`src/rtl/seq_detect_param.sv`:
```
// Serial pattern detector with a per-bit compare mask, overlap control and a
// saturating match counter.
module seq_detect_param #(
  parameter int unsigned PAT_W = 12,
  parameter int unsigned CNT_W = 8
) (
  input  logic             clk,
  input  logic             reset,
  input  logic             clr_i,
  input  logic             x_i,
  input  logic             valid_i,
  input  logic [PAT_W-1:0] pattern_i,
  input  logic [PAT_W-1:0] mask_i,
  input  logic             overlap_i,
  output logic             det_o,
  output logic [CNT_W-1:0] count_o
);

  localparam int unsigned FillW = $clog2(PAT_W + 1);
  localparam logic [FillW-1:0] FillMax  = FillW'(PAT_W);
  localparam logic [FillW-1:0] FillLast = FillW'(PAT_W - 1);

  logic [PAT_W-1:0] shift_q, shift_d, shift_next;
  logic [FillW-1:0] fill_q, fill_d;
  logic             det_q, det_d;
  logic [CNT_W-1:0] count_q, count_d;
  logic             match;
  logic             window_ok;
  logic             hit;

  // Compare against the post-shift window so the completing bit is included.
  assign shift_next = {shift_q[PAT_W-2:0], x_i};
  assign match      = ((shift_next ^ pattern_i) & mask_i) == '0;
  assign window_ok  = fill_q >= FillLast;
  assign hit        = valid_i & match & window_ok;

  always_comb begin
    shift_d = shift_q;
    fill_d  = fill_q;
    det_d   = 1'b0;
    count_d = count_q;
    if (clr_i) begin
      shift_d = '0;
      fill_d  = '0;
      count_d = '0;
    end else if (valid_i) begin
      shift_d = shift_next;
      det_d   = hit;
      if (hit) begin
        // Non-overlapping mode needs a whole fresh window before the next hit.
        fill_d = overlap_i ? FillMax : '0;
        if (count_q != '1) begin
          count_d = count_q + CNT_W'(1);
        end
      end else if (fill_q != FillMax) begin
        fill_d = fill_q + FillW'(1);
      end
    end
  end

  always_ff @(posedge clk) begin
    if (reset) begin
      shift_q <= '0;
      fill_q  <= '0;
      det_q   <= 1'b0;
      count_q <= '0;
    end else begin
      shift_q <= shift_d;
      fill_q  <= fill_d;
      det_q   <= det_d;
      count_q <= count_d;
    end
  end

  assign det_o   = det_q;
  assign count_o = count_q;

endmodule
```
`config.mk`:
```
export PLATFORM = sky130hd
export DESIGN_NAME = seq_detect_param
export DESIGN_NICKNAME = d
export VERILOG_FILES = /design/src/rtl/seq_detect_param.sv
export SDC_FILE = /design/constraint.sdc
export NUM_CORES = 1
export LEC_CHECK = 0
export ABC_AREA = 1
export BUFFER_PORTS_ARGS = -buffer_cell sky130_fd_sc_hd__buf_4
export CORE_UTILIZATION = 51
export DETAILED_ROUTE_END_ITERATION = 10
export PLACE_DENSITY = 0.79
export SETUP_SLACK_MARGIN = 0.5
export SYNTH_ARGS = -nofsm -noshare
export SYNTH_HDL_FRONTEND = slang
export SYNTH_SLANG_ARGS = --single-unit
```
`constraint.sdc`:
```
create_clock -name clk -period 1.8 [get_ports clk]
set_input_delay 0.27 -clock clk [delete_from_list [all_inputs] [get_ports clk]]
set_output_delay 0.27 -clock clk [all_outputs]
set_load 0.01 [all_outputs]
```
==> qor.csv, run 1 <==
stage,metric,value,unit
place,dpl hpwl,2191,um
sta,worst setup margin,0.3129,ns
sta,Worst slew margin,76.20,%
synthesis,Synth Area per Inst,6.638,um^2
hold_path,Min-Delay Startpoint,valid_i,
critical_path,r2r startpoint,fill_q[1]$_SDFFE_PP0P_,
critical_path,crit end category,flip-flop,
flow_run,Max-Cap Viols,0,
cts,# H-tree levels,1,
cts,Longest Clk Path Bufs,2,
pwr,PwrDens,520.2,mW/mm^2
final_layout,Final nets,282,
sta,minimum clock period,1.487,ns
sta,Max Clk Rate,0.6724,GHz
critical_path,Top delay family on crit path,simple AND/OR/NAND/NOR gates,
final_layout,number of diodes,0,
final_layout,Finished Cell Area,0.001814,mm^2
global_route,vias in the first global route,1221,
sta,final setup fails,0,
critical_path,"Max stage delay cell, worst path",dfxtp_2,
cts,Worst-Skew Late Latency,0.31,ns
synthesis,syn_nets,233,
floorplan,Die Area,0.002811,mm^2
hold_path,Worst Hold Class,input port to flip-flop,
routing,Avg Vias per Cell,4.819,
global_route,first-pass GRT wire length,4857,um
synthesis,yosys warns,0,
synthesis,Netlist cell types,19,
floorplan,Die Ht,53.02,um
routing,final routed DRC violation total,0,
status,status,"complete, no violations",
place,Post-DP Area,0.001682,mm^2
critical_path,Worst Setup SP,fill_q[1]$_SDFFE_PP0P_,
floorplan,die width,53.02,um
critical_path,Crit Path Max Fanout,9,
synthesis,cells after synthesis,200,
critical_path,Crit Path Class,flip-flop to flip-flop,
floorplan,initial core utilization,53.59,%
cts,Root Driver,clkbuf_4,
cts,CTS sink cnt,24,
sta,Worst Tran Pin Value,0.3567,ns
routing,Detail Route Antenna Nets,0,
routing,final WL,2954,um
critical_path,CP startpoint kind,flip-flop,
sta,clk_skew,0.005290,ns
pwr,VDD IR-drop max,0.4514,mV
routing,DR vias,1335,
critical_path,critical path required time,2.02,ns
routing,average routed wire per standard cell,10.66,um
cts,TritonCTS Buffers,3,
synthesis,sequential share of the synthesized area,36.19,%
floorplan,CORE AREA,0.002477,mm^2
place,Post-Place Worst Slack,0.3000,ns
place,PortBufs,38,
critical_path,"Buf+Inv Stages, Crit Path",2,
pwr,Static Leak,0.8300,nW
sta,setup TNS,0,ns
cts,"CTS clk-pin slew, worst paths",0.13,ns
critical_path,CP cell instances,ha_4 > o21a_1 > nand2_1 > inv_1 > nand2_2 > nor2_4 > buf_4 > nand3_4 > o21ai_2 > nor2_1,
cts,number of hold buffers added after cts,0,
critical_path,Max stage delay on crit path,0.38,ns
final_layout,layout cell share with drive strength beyond 1,32.39,%
synthesis,#FFs+latches synth,24,
routing,1st-iter DRT viols,22,
global_route,largest net degree at the start of global routing,19,
floorplan,Boundary Pins,39,
global_route,All-Layer GR Usage,23.38,%
cts,CTS tree,done,
sta,final hold vios,0,
floorplan,Rows,18,
final_layout,Area Growth Syn to Fin,36.66,%
routing,TritonRoute pass-1 iters,4,
critical_path,Critical Path AT,1.71,ns
global_route,Congestion Overflow GR,0,
sta,hold_ws,0.2522,ns
place,gpl congestion,0.8380,
global_route,initial antenna violation count,0,
sta,RSZ-0062 raised after global routing,true,
synthesis,Mapped Area,0.001328,mm^2
sta,max-slew violations,0,
sta,Final period util,82.62,%
[cells by family (layout without fill, tap and decap cells)]
logic type / after synthesis / after routing / synth area share (%)
and+or+nand+nor: 105 / 105 / 35.44
AOI/OAI and AO/OA: 35 / 35 / 13.38
buffers and inverters: 26 / 73 / 7.540
DFF: 24 / 24 / 36.19
xor gates and xnor gates: 7 / 7 / 4.618
adders and majority gates: 3 / 3 / 2.828
[per-layer routing]
metal / global-route usage [%] / part of all wire [%] / vias up
met5: 0 / 0 / -
met4: 7.895 / 0.51 / 0
met3: 3.448 / 3.1 / 2
met2: 41.35 / 49 / 27
met1: 28.50 / 47 / 575
li1: - / - / 731
[worst reg2reg max path, cell delays in order, from the launching register on]
cell	delay [ns]
dfxtp_2	0.38
ha_4	0.13
o21a_1	0.12
nand2_1	0.05
inv_1	0.06
nand2_2	0.06
nor2_4	0.15
buf_4	0.14
nand3_4	0.12
o21ai_2	0.15
nor2_1	0.05
[path summary, 6_finish.rpt]
| kind | end | slack, ns | depth (start not counted) |
|---|---|---|---|
| max | count_o[6]$_SDFFE_PP0P_ | 0.31 | 10 |
| min | shift_q[9]$_SDFFE_PP0P_ | 0.25 | 2 |
| max reg2reg | count_o[6]$_SDFFE_PP0P_ | 0.31 | 10 |
| min reg2reg | shift_q[4]$_SDFFE_PP0P_ | 0.47 | 2 |
[stage by stage]
step / std cells / total power [mW] / utilization [%]
after floorplan: 200 / 0.6394 / -
after detailed placement: 266 / 0.7104 / 67.88
after global placement: 266 / 0.7062 / 67.88
after global routing: 277 / 0.9915 / 73.23
after CTS: 273 / 0.9424 / 71.26
final: 277 / 0.9437 / 73.23
[cells in the final DEF, fill, tap and decap left out, drive strengths merged]
master and n:
nand2 51, dfxtp 24, clkbuf 3, or2 1, inv 22, a21oi 19, ha 3, o21a 1
buf 47, nor2 32, xor2 3, xnor2 4, o21ai 15, nand3 21, clkinv 1
[cells in the mapped netlist (all sizes together)]
master / n / area, um^2
a21oi: 19 / 95.09
buf: 1 / 5.000
clkbuf: 2 / 7.510
clkinv: 1 / 5.000
dfxtp: 24 / 480.5
ha: 3 / 37.54
inv: 22 / 82.58
nand2: 51 / 214.0
nand3: 21 / 115.1
nor2: 32 / 135.1
o21a: 1 / 7.510
o21ai: 15 / 75.07
or2: 1 / 6.260
xnor2: 4 / 35.03
xor2: 3 / 26.28
[power by group]
| part | internal, mW | total, mW | leakage (nW) | switching (mW) |
|---|---|---|---|---|
| clock network | 0.0782 | 0.235 | 0.0138 | 0.157 |
| logic | 0.0788 | 0.155 | 0.618 | 0.0762 |
| registers | 0.543 | 0.553 | 0.198 | 0.0101 |
[layout make-up]
| type | count | area, um^2 |
|---|---|---|
| fillers | 199 | 663.1 |
| multi-input cells | 150 | 820.8 |
| well taps | 30 | 37.54 |
| inverters | 23 | 91.34 |
| flip-flops and latches | 24 | 489.2 |
| clock buffers | 3 | 22.52 |
| repair buffers | 47 | 352.8 |
[timing repair]
item	4_1_cts	5_1_grt
pin swaps	10	3
gates resized for setup	7	9
buffers inserted	4	4
endpoints found under the setup margin	12	13
[state kept, by name, indices dropped and copies added (netlist names)]
register  count
shift_q      11
count_o       8
det_o         1
fill_q        4
Note: power is estimated with default switching activity, not from simulation.
==> run 2, diff against run 1 <==
CORE_UTILIZATION = 46   (was 51)
PLACE_DENSITY = 0.75   (was 0.79)
clock period = 1.3 ns   (was 1.8 ns; I/O delays follow)
==> qor.csv, run 2 (same netlist as run 1, synthesis figures left out) <==
stage,metric,value,unit,change
status,status,finished with violations,,
status,failing checks,setup timing,,
final_layout,"most common cell after layout, fill and taps aside",buf_4,,
routing,1st-iter DRT viols,70,,+220%
pwr,Sequential Power Share,54.2,%,-4.4 points
final_layout,Final nets,309,,+9.6%
sta,Worst Tran Pin Value,0.3278,ns,-0.02887 ns
sta,Final period util,112.6,%,+30 points
cts,# H-tree levels,1,,unchanged
floorplan,Die Area,0.003105,mm^2,+10%
global_route,Congestion Overflow GR,0,,unchanged
final_layout,Biggest register,shift_q,,
floorplan,die width,55.72,um,+5.1%
final_layout,max reg flops,11,,unchanged
final_layout,layout cell share with drive strength beyond 1,42.55,%,+10 points
critical_path,worst reg-to-reg path cell count,7,,-3
pwr,clock power share,28.3,%,+3.4 points
critical_path,Crit Path Max Fanout,9,,unchanged
pwr,Static Leak,0.9880,nW,+19%
routing,Detail Route Antenna Nets,0,,unchanged
hold_path,Hold EP,shift_q[9]$_SDFFE_PP0P_,,
critical_path,Critical Path AT,1.68,ns,-0.03 ns
routing,final WL,3696,um,+25%
sta,final hold vios,0,,unchanged
cts,"CTS clk-pin slew, worst paths",0.13,ns,about the same
cts,Worst-Skew Late Latency,0.31,ns,about the same
final_layout,"commonest non-fill, non-tap cells in the layout","buf_4 (56), nand2_1 (46), nor2_1 (26), inv_1 (21), nand3_1 (17)",,
sta,max-slew violations,0,,unchanged
pwr,VDD IR-drop max,0.5339,mV,+18%
place,dpl hpwl,2413,um,+10%
global_route,largest net degree at the start of global routing,15,,-4
sta,clk_skew,0.002285,ns,-0.003005 ns
sta,hold_ws,0.1611,ns,-0.09119 ns
sta,final setup fails,13,,+13
routing,TritonRoute pass-1 iters,4,,unchanged
routing,average routed wire per standard cell,12.08,um,+13%
global_route,All-Layer GR Usage,24.58,%,+1.2 points
critical_path,critical path required time,1.51,ns,-0.51 ns
routing,final routed DRC violation total,0,,unchanged
critical_path,"reg-to-reg slack, setup",-0.16,ns,-0.48 ns
global_route,initial antenna violation count,0,,unchanged
final_layout,Area Growth Syn to Fin,61.45,%,
pwr,Sw Share,25.31,%,-0.49 points
hold_path,hold-critical path depth,4,,+2
sta,RSZ-0062 raised after global routing,true,,
global_route,first-pass GRT wire length,6078,um,+25%
sta,Max Clk Rate,0.6835,GHz,+1.6%
critical_path,CP startpoint kind,flip-flop,,
cts,CTS tree,done,,
sta,minimum clock period,1.463,ns,-0.02396 ns
critical_path,Crit Path Class,flip-flop to flip-flop,,
cts,Root Driver,clkbuf_4,,
pwr,PwrDens,651.3,mW/mm^2,+25%
critical_path,r2r startpoint,shift_q[8]$_SDFFE_PP0P_,,
final_layout,number of diodes,0,,unchanged
flow_run,Max-Cap Viols,0,,unchanged
pwr,Switch Pwr,0.3533,mW,+45%
routing,DR vias,1535,,+15%
hold_path,Min-Delay Startpoint,reset,,
cts,Longest Clk Path Bufs,2,,unchanged
routing,Avg Vias per Cell,5.016,,+4.1%
place,gpl congestion,0.8895,,+6.1%
pwr,Comb power frac,17.4,%,+1.0 points
cts,CTS sink cnt,24,,unchanged
cts,TritonCTS Buffers,3,,unchanged
floorplan,Rows,19,,+1
sta,worst setup margin,-0.1632,ns,-0.4760 ns
critical_path,crit end category,flip-flop,,
sta,Worst slew margin,78.12,%,+1.9 points
final_layout,Util after Layout,78.40,%,+5.2 points
place,Post-Place Worst Slack,-0.1459,ns,-0.4459 ns
global_route,vias in the first global route,1486,,+22%
floorplan,Die Ht,55.72,um,+5.1%
floorplan,initial core utilization,48.56,%,-5.0 points
cts,number of hold buffers added after cts,0,,unchanged
floorplan,Boundary Pins,39,,unchanged
hold_path,Worst Hold Class,input port to flip-flop,,
floorplan,CORE AREA,0.002734,mm^2,+10%
critical_path,RR Endpoint,count_o[6]$_SDFFE_PP0P_,,
pwr,P_int,1.043,mW,+49%
place,PortBufs,38,,unchanged
[run 2: changes by cell type in the layout (fill, tap and decap cells not counted), sizes merged]
cell	previous run	this run
inv	22	21
clkinvlp	0	1
clkbuf	3	5
buf	47	73
[run 2: power by group through the flow]
stage	sequential (mW)	clock, mW	combinational (mW)
2_1_floorplan	0.777	0	0.108
3_3_place_gp	0.777	0	0.226
3_5_place_dp	0.777	0	0.230
4_1_cts	0.757	0.408	0.231
5_1_grt	0.760	0.433	0.275
6_report	0.757	0.395	0.243
[run 2: layout make-up]
type	instances	area [um^2]
Clock buffer	4	36.28
Fill cell	213	590.6
Inverter	23	95.09
Multi-Input combinational cell	150	840.8
Sequential cell	24	506.7
Tap cell	31	38.79
Timing Repair Buffer	74	625.6
[run 2: worst max-delay path by stage]
stage | from | end
after floorplan | fill_q[1]$_SDFFE_PP0P_ | fill_q[1]$_SDFFE_PP0P_
after global placement | fill_q[1]$_SDFFE_PP0P_ | fill_q[3]$_SDFFE_PP0P_
after detailed placement | fill_q[1]$_SDFFE_PP0P_ | fill_q[3]$_SDFFE_PP0P_
after CTS | fill_q[1]$_SDFFE_PP0P_ | fill_q[2]$_SDFFE_PP0P_
after global routing | shift_q[9]$_SDFFE_PP0P_ | fill_q[2]$_SDFFE_PP0P_
final | shift_q[8]$_SDFFE_PP0P_ | count_o[6]$_SDFFE_PP0P_
[run 2: critical path: stages, from the launching register on]
cell	delay (ns)
dfxtp_1	0.33
or2_1	0.21
nand3_1	0.07
o21ai_1	0.12
nor2_4	0.20
nand3_4	0.14
o21ai_1	0.22
nor2_1	0.07
[run 2: what timing repair did]
action,CTS,global route
endpoints found under the setup margin,22,32
resized for setup,32,9
buffers inserted,4,7
pin swaps,8,5
[run 2: metal layers]
layer  wire (um)  track usage [%]  part of all wire [%]
met1        1564            31.11                    42
met2        1920            41.31                    52
met3         135            3.721                   3.7
met4          76            11.07                   2.1
met5           0                0                     0
[run 2: stage by stage]
step	total power, mW	instances	setup TNS, ns	area (um^2)
CTS	1.396	299	-1.279	2071
finish	1.396	306	-1.509	2143
global placement	1.002	291	-0.7947	1887
floorplan	0.8855	200	-0.2170	1390
detailed placement	1.007	291	-1.207	1887
global route	1.468	306	-2.960	2143
==> run 3, diff against run 2 <==
TNS_END_PERCENT = 10   (was unset)
==> qor.csv, run 3 (same netlist as run 1, synthesis figures left out) <==
stage,metric,value,unit,change
sta,final hold vios,0,,unchanged
routing,TritonRoute pass-1 iters,4,,unchanged
place,Post-Place Worst Slack,-0.1240,ns,+0.02196 ns
flow_run,Max-Cap Viols,0,,unchanged
floorplan,die width,55.72,um,unchanged
sta,minimum clock period,1.410,ns,-0.05334 ns
global_route,Congestion Overflow GR,0,,unchanged
global_route,All-Layer GR Usage,21.23,%,-3.3 points
final_layout,max reg flops,11,,unchanged
floorplan,Boundary Pins,39,,unchanged
sta,clk_skew,0.006899,ns,+0.004614 ns
cts,"CTS clk-pin slew, worst paths",0.13,ns,about the same
final_layout,Final nets,297,,-3.9%
pwr,clock power share,28.8,%,+0.5 points
sta,worst setup margin,-0.1098,ns,+0.05335 ns
cts,TritonCTS Buffers,3,,unchanged
pwr,VDD IR-drop max,0.6914,mV,+30%
cts,CTS tree,done,,
final_layout,Area Growth Syn to Fin,45.52,%,
hold_path,Worst Hold Class,input port to flip-flop,,
critical_path,worst reg-to-reg path cell count,11,,+4
sta,hold_ws,0.1959,ns,+0.03484 ns
critical_path,crit end category,flip-flop,,
critical_path,Crit Path Class,flip-flop to flip-flop,,
floorplan,CORE AREA,0.002734,mm^2,unchanged
hold_path,Hold EP,shift_q[0]$_SDFFE_PP0P_,,
final_layout,layout cell share with drive strength beyond 1,34.22,%,-8.3 points
cts,Worst-Skew Late Latency,0.32,ns,about the same
cts,Longest Clk Path Bufs,2,,unchanged
pwr,Comb power frac,16.3,%,-1.1 points
routing,Detail Route Antenna Nets,0,,unchanged
final_layout,"most common cell after layout, fill and taps aside",buf_4,,
routing,final WL,2978,um,-19%
routing,final routed DRC violation total,0,,unchanged
critical_path,CP cell instances,ha_4 > o21a_1 > nand2_1 > inv_1 > nand2_2 > nor2_4 > nand2_4 > nand2_4 > nand2_4 > nor2_1 > nor2_1,,
sta,Max Clk Rate,0.7093,GHz,+3.8%
critical_path,r2r startpoint,fill_q[0]$_SDFFE_PP0P_,,
pwr,Static Leak,0.9168,nW,-7.2%
global_route,vias in the first global route,1338,,-10%
final_layout,number of diodes,0,,unchanged
status,status,finished with violations,,
sta,Worst slew margin,78.21,%,+0.089 points
critical_path,CP startpoint kind,flip-flop,,
pwr,Switch Pwr,0.3464,mW,-1.9%
place,gpl congestion,0.8221,,-7.6%
floorplan,Die Ht,55.72,um,unchanged
sta,final setup fails,12,,-1
sta,Worst Tran Pin Value,0.3265,ns,-0.001337 ns
hold_path,Min-Delay Startpoint,x_i,,
sta,Final period util,108.4,%,-4.1 points
cts,CTS sink cnt,24,,unchanged
hold_path,hold-critical path depth,3,,-1
floorplan,initial core utilization,48.56,%,unchanged
global_route,initial antenna violation count,0,,unchanged
global_route,largest net degree at the start of global routing,19,,+4
cts,Root Driver,clkbuf_4,,
place,PortBufs,38,,unchanged
routing,Avg Vias per Cell,4.735,,-5.6%
cts,# H-tree levels,1,,unchanged
pwr,Design Power,1.390,mW,-0.43%
critical_path,Crit Path Max Fanout,6,,-3
status,failing checks,setup timing,,
global_route,first-pass GRT wire length,5340,um,-12%
final_layout,Util after Layout,70.66,%,-7.7 points
pwr,PwrDens,719.5,mW/mm^2,+10%
final_layout,"commonest non-fill, non-tap cells in the layout","buf_4 (57), nand2_1 (45), nor2_1 (28), inv_1 (22)",,
critical_path,crit-path most repeated cell,nand2_4,,
place,dpl hpwl,2212,um,-8.4%
routing,DR vias,1392,,-9.3%
floorplan,Rows,19,,unchanged
pwr,Sw Share,24.93,%,-0.38 points
sta,RSZ-0062 raised after global routing,true,,
critical_path,critical path required time,1.53,ns,+0.02 ns
critical_path,Critical Path AT,1.64,ns,-0.04 ns
pwr,P_int,1.043,mW,about the same
sta,max-slew violations,0,,unchanged
critical_path,"Max stage delay cell, worst path",dfxtp_2,,
critical_path,"reg-to-reg slack, setup",-0.11,ns,+0.05 ns
pwr,Sequential Power Share,54.9,%,+0.7 points
cts,number of hold buffers added after cts,0,,unchanged
routing,average routed wire per standard cell,10.13,um,-16%
critical_path,RR Endpoint,fill_q[3]$_SDFFE_PP0P_,,
floorplan,Die Area,0.003105,mm^2,unchanged
routing,1st-iter DRT viols,47,,-33%
final_layout,Biggest register,shift_q,,
critical_path,Max stage delay on crit path,0.38,ns,+0.05 ns
==> run 3: worst max path at each step <==
stage | from | endpoint | cells past startpoint
CTS | fill_q[0]$_SDFFE_PP0P_ | fill_q[1]$_SDFFE_PP0P_ | 12
global placement | fill_q[1]$_SDFFE_PP0P_ | fill_q[1]$_SDFFE_PP0P_ | 11
floorplan | fill_q[1]$_SDFFE_PP0P_ | fill_q[1]$_SDFFE_PP0P_ | 11
detailed placement | fill_q[1]$_SDFFE_PP0P_ | fill_q[2]$_SDFFE_PP0P_ | 11
finish | fill_q[0]$_SDFFE_PP0P_ | fill_q[3]$_SDFFE_PP0P_ | 11
global route | fill_q[0]$_SDFFE_PP0P_ | fill_q[2]$_SDFFE_PP0P_ | 12
==> run 3: final cells by class <==
type / count / area [um^2]
sequential: 24 / 491.7
fill: 241 / 802.0
clock buffer: 4 / 36.28
inverter: 23 / 91.34
multi-input combinational: 150 / 789.5
timing repair buffer: 62 / 484.2
tap: 31 / 38.79
==> run 3: worst max-delay path: cells and delay by family (launching register included) <==
kind / cells / cell delay, ns
flops: 1 / 0.38
simple gates: 8 / 0.67
fa+ha+maj: 1 / 0.13
compound gates: 1 / 0.10
buf+inv: 1 / 0.06
==> run 3: per-stage QoR <==
stage | TNS (ns) | std cells | area [um^2]
after global routing | -2.583 | 294 | 1932
after global placement | -0.7088 | 290 | 1856
final | -0.9498 | 294 | 1932
after CTS | -1.065 | 294 | 1919
after floorplan | -0.3294 | 200 | 1364
after detailed placement | -1.069 | 290 | 1856
==> run 3: repair_timing <==
item / 4_1_cts / 5_1_grt
cloned: 0 / 0
setup buffers: 0 / 0
endpoints found under the setup margin: 23 / 29
endpoints found under the hold margin: 0 / 0
pin swaps: 7 / 1
resized for setup: 8 / 8
==> run 3: power by group through the flow <==
| stage | clock [mW] | combinational, mW | sequential, mW |
|---|---|---|---|
| after global routing | 0.435 | 0.257 | 0.766 |
| final | 0.400 | 0.226 | 0.763 |
| after floorplan | 0 | 0.106 | 0.779 |
| after global placement | 0 | 0.222 | 0.778 |
| after CTS | 0.409 | 0.226 | 0.763 |
| after detailed placement | 0 | 0.224 | 0.779 |
==> run 3: metal layers <==
layer  track usage [%]  up-vias  part of all wire, %
li1                  -      765                    -
met1             26.65      597                   48
met2             37.18       25                   48
met3             2.093        5                  3.1
met4             8.571        0                  1.5
met5                 0        -                    0
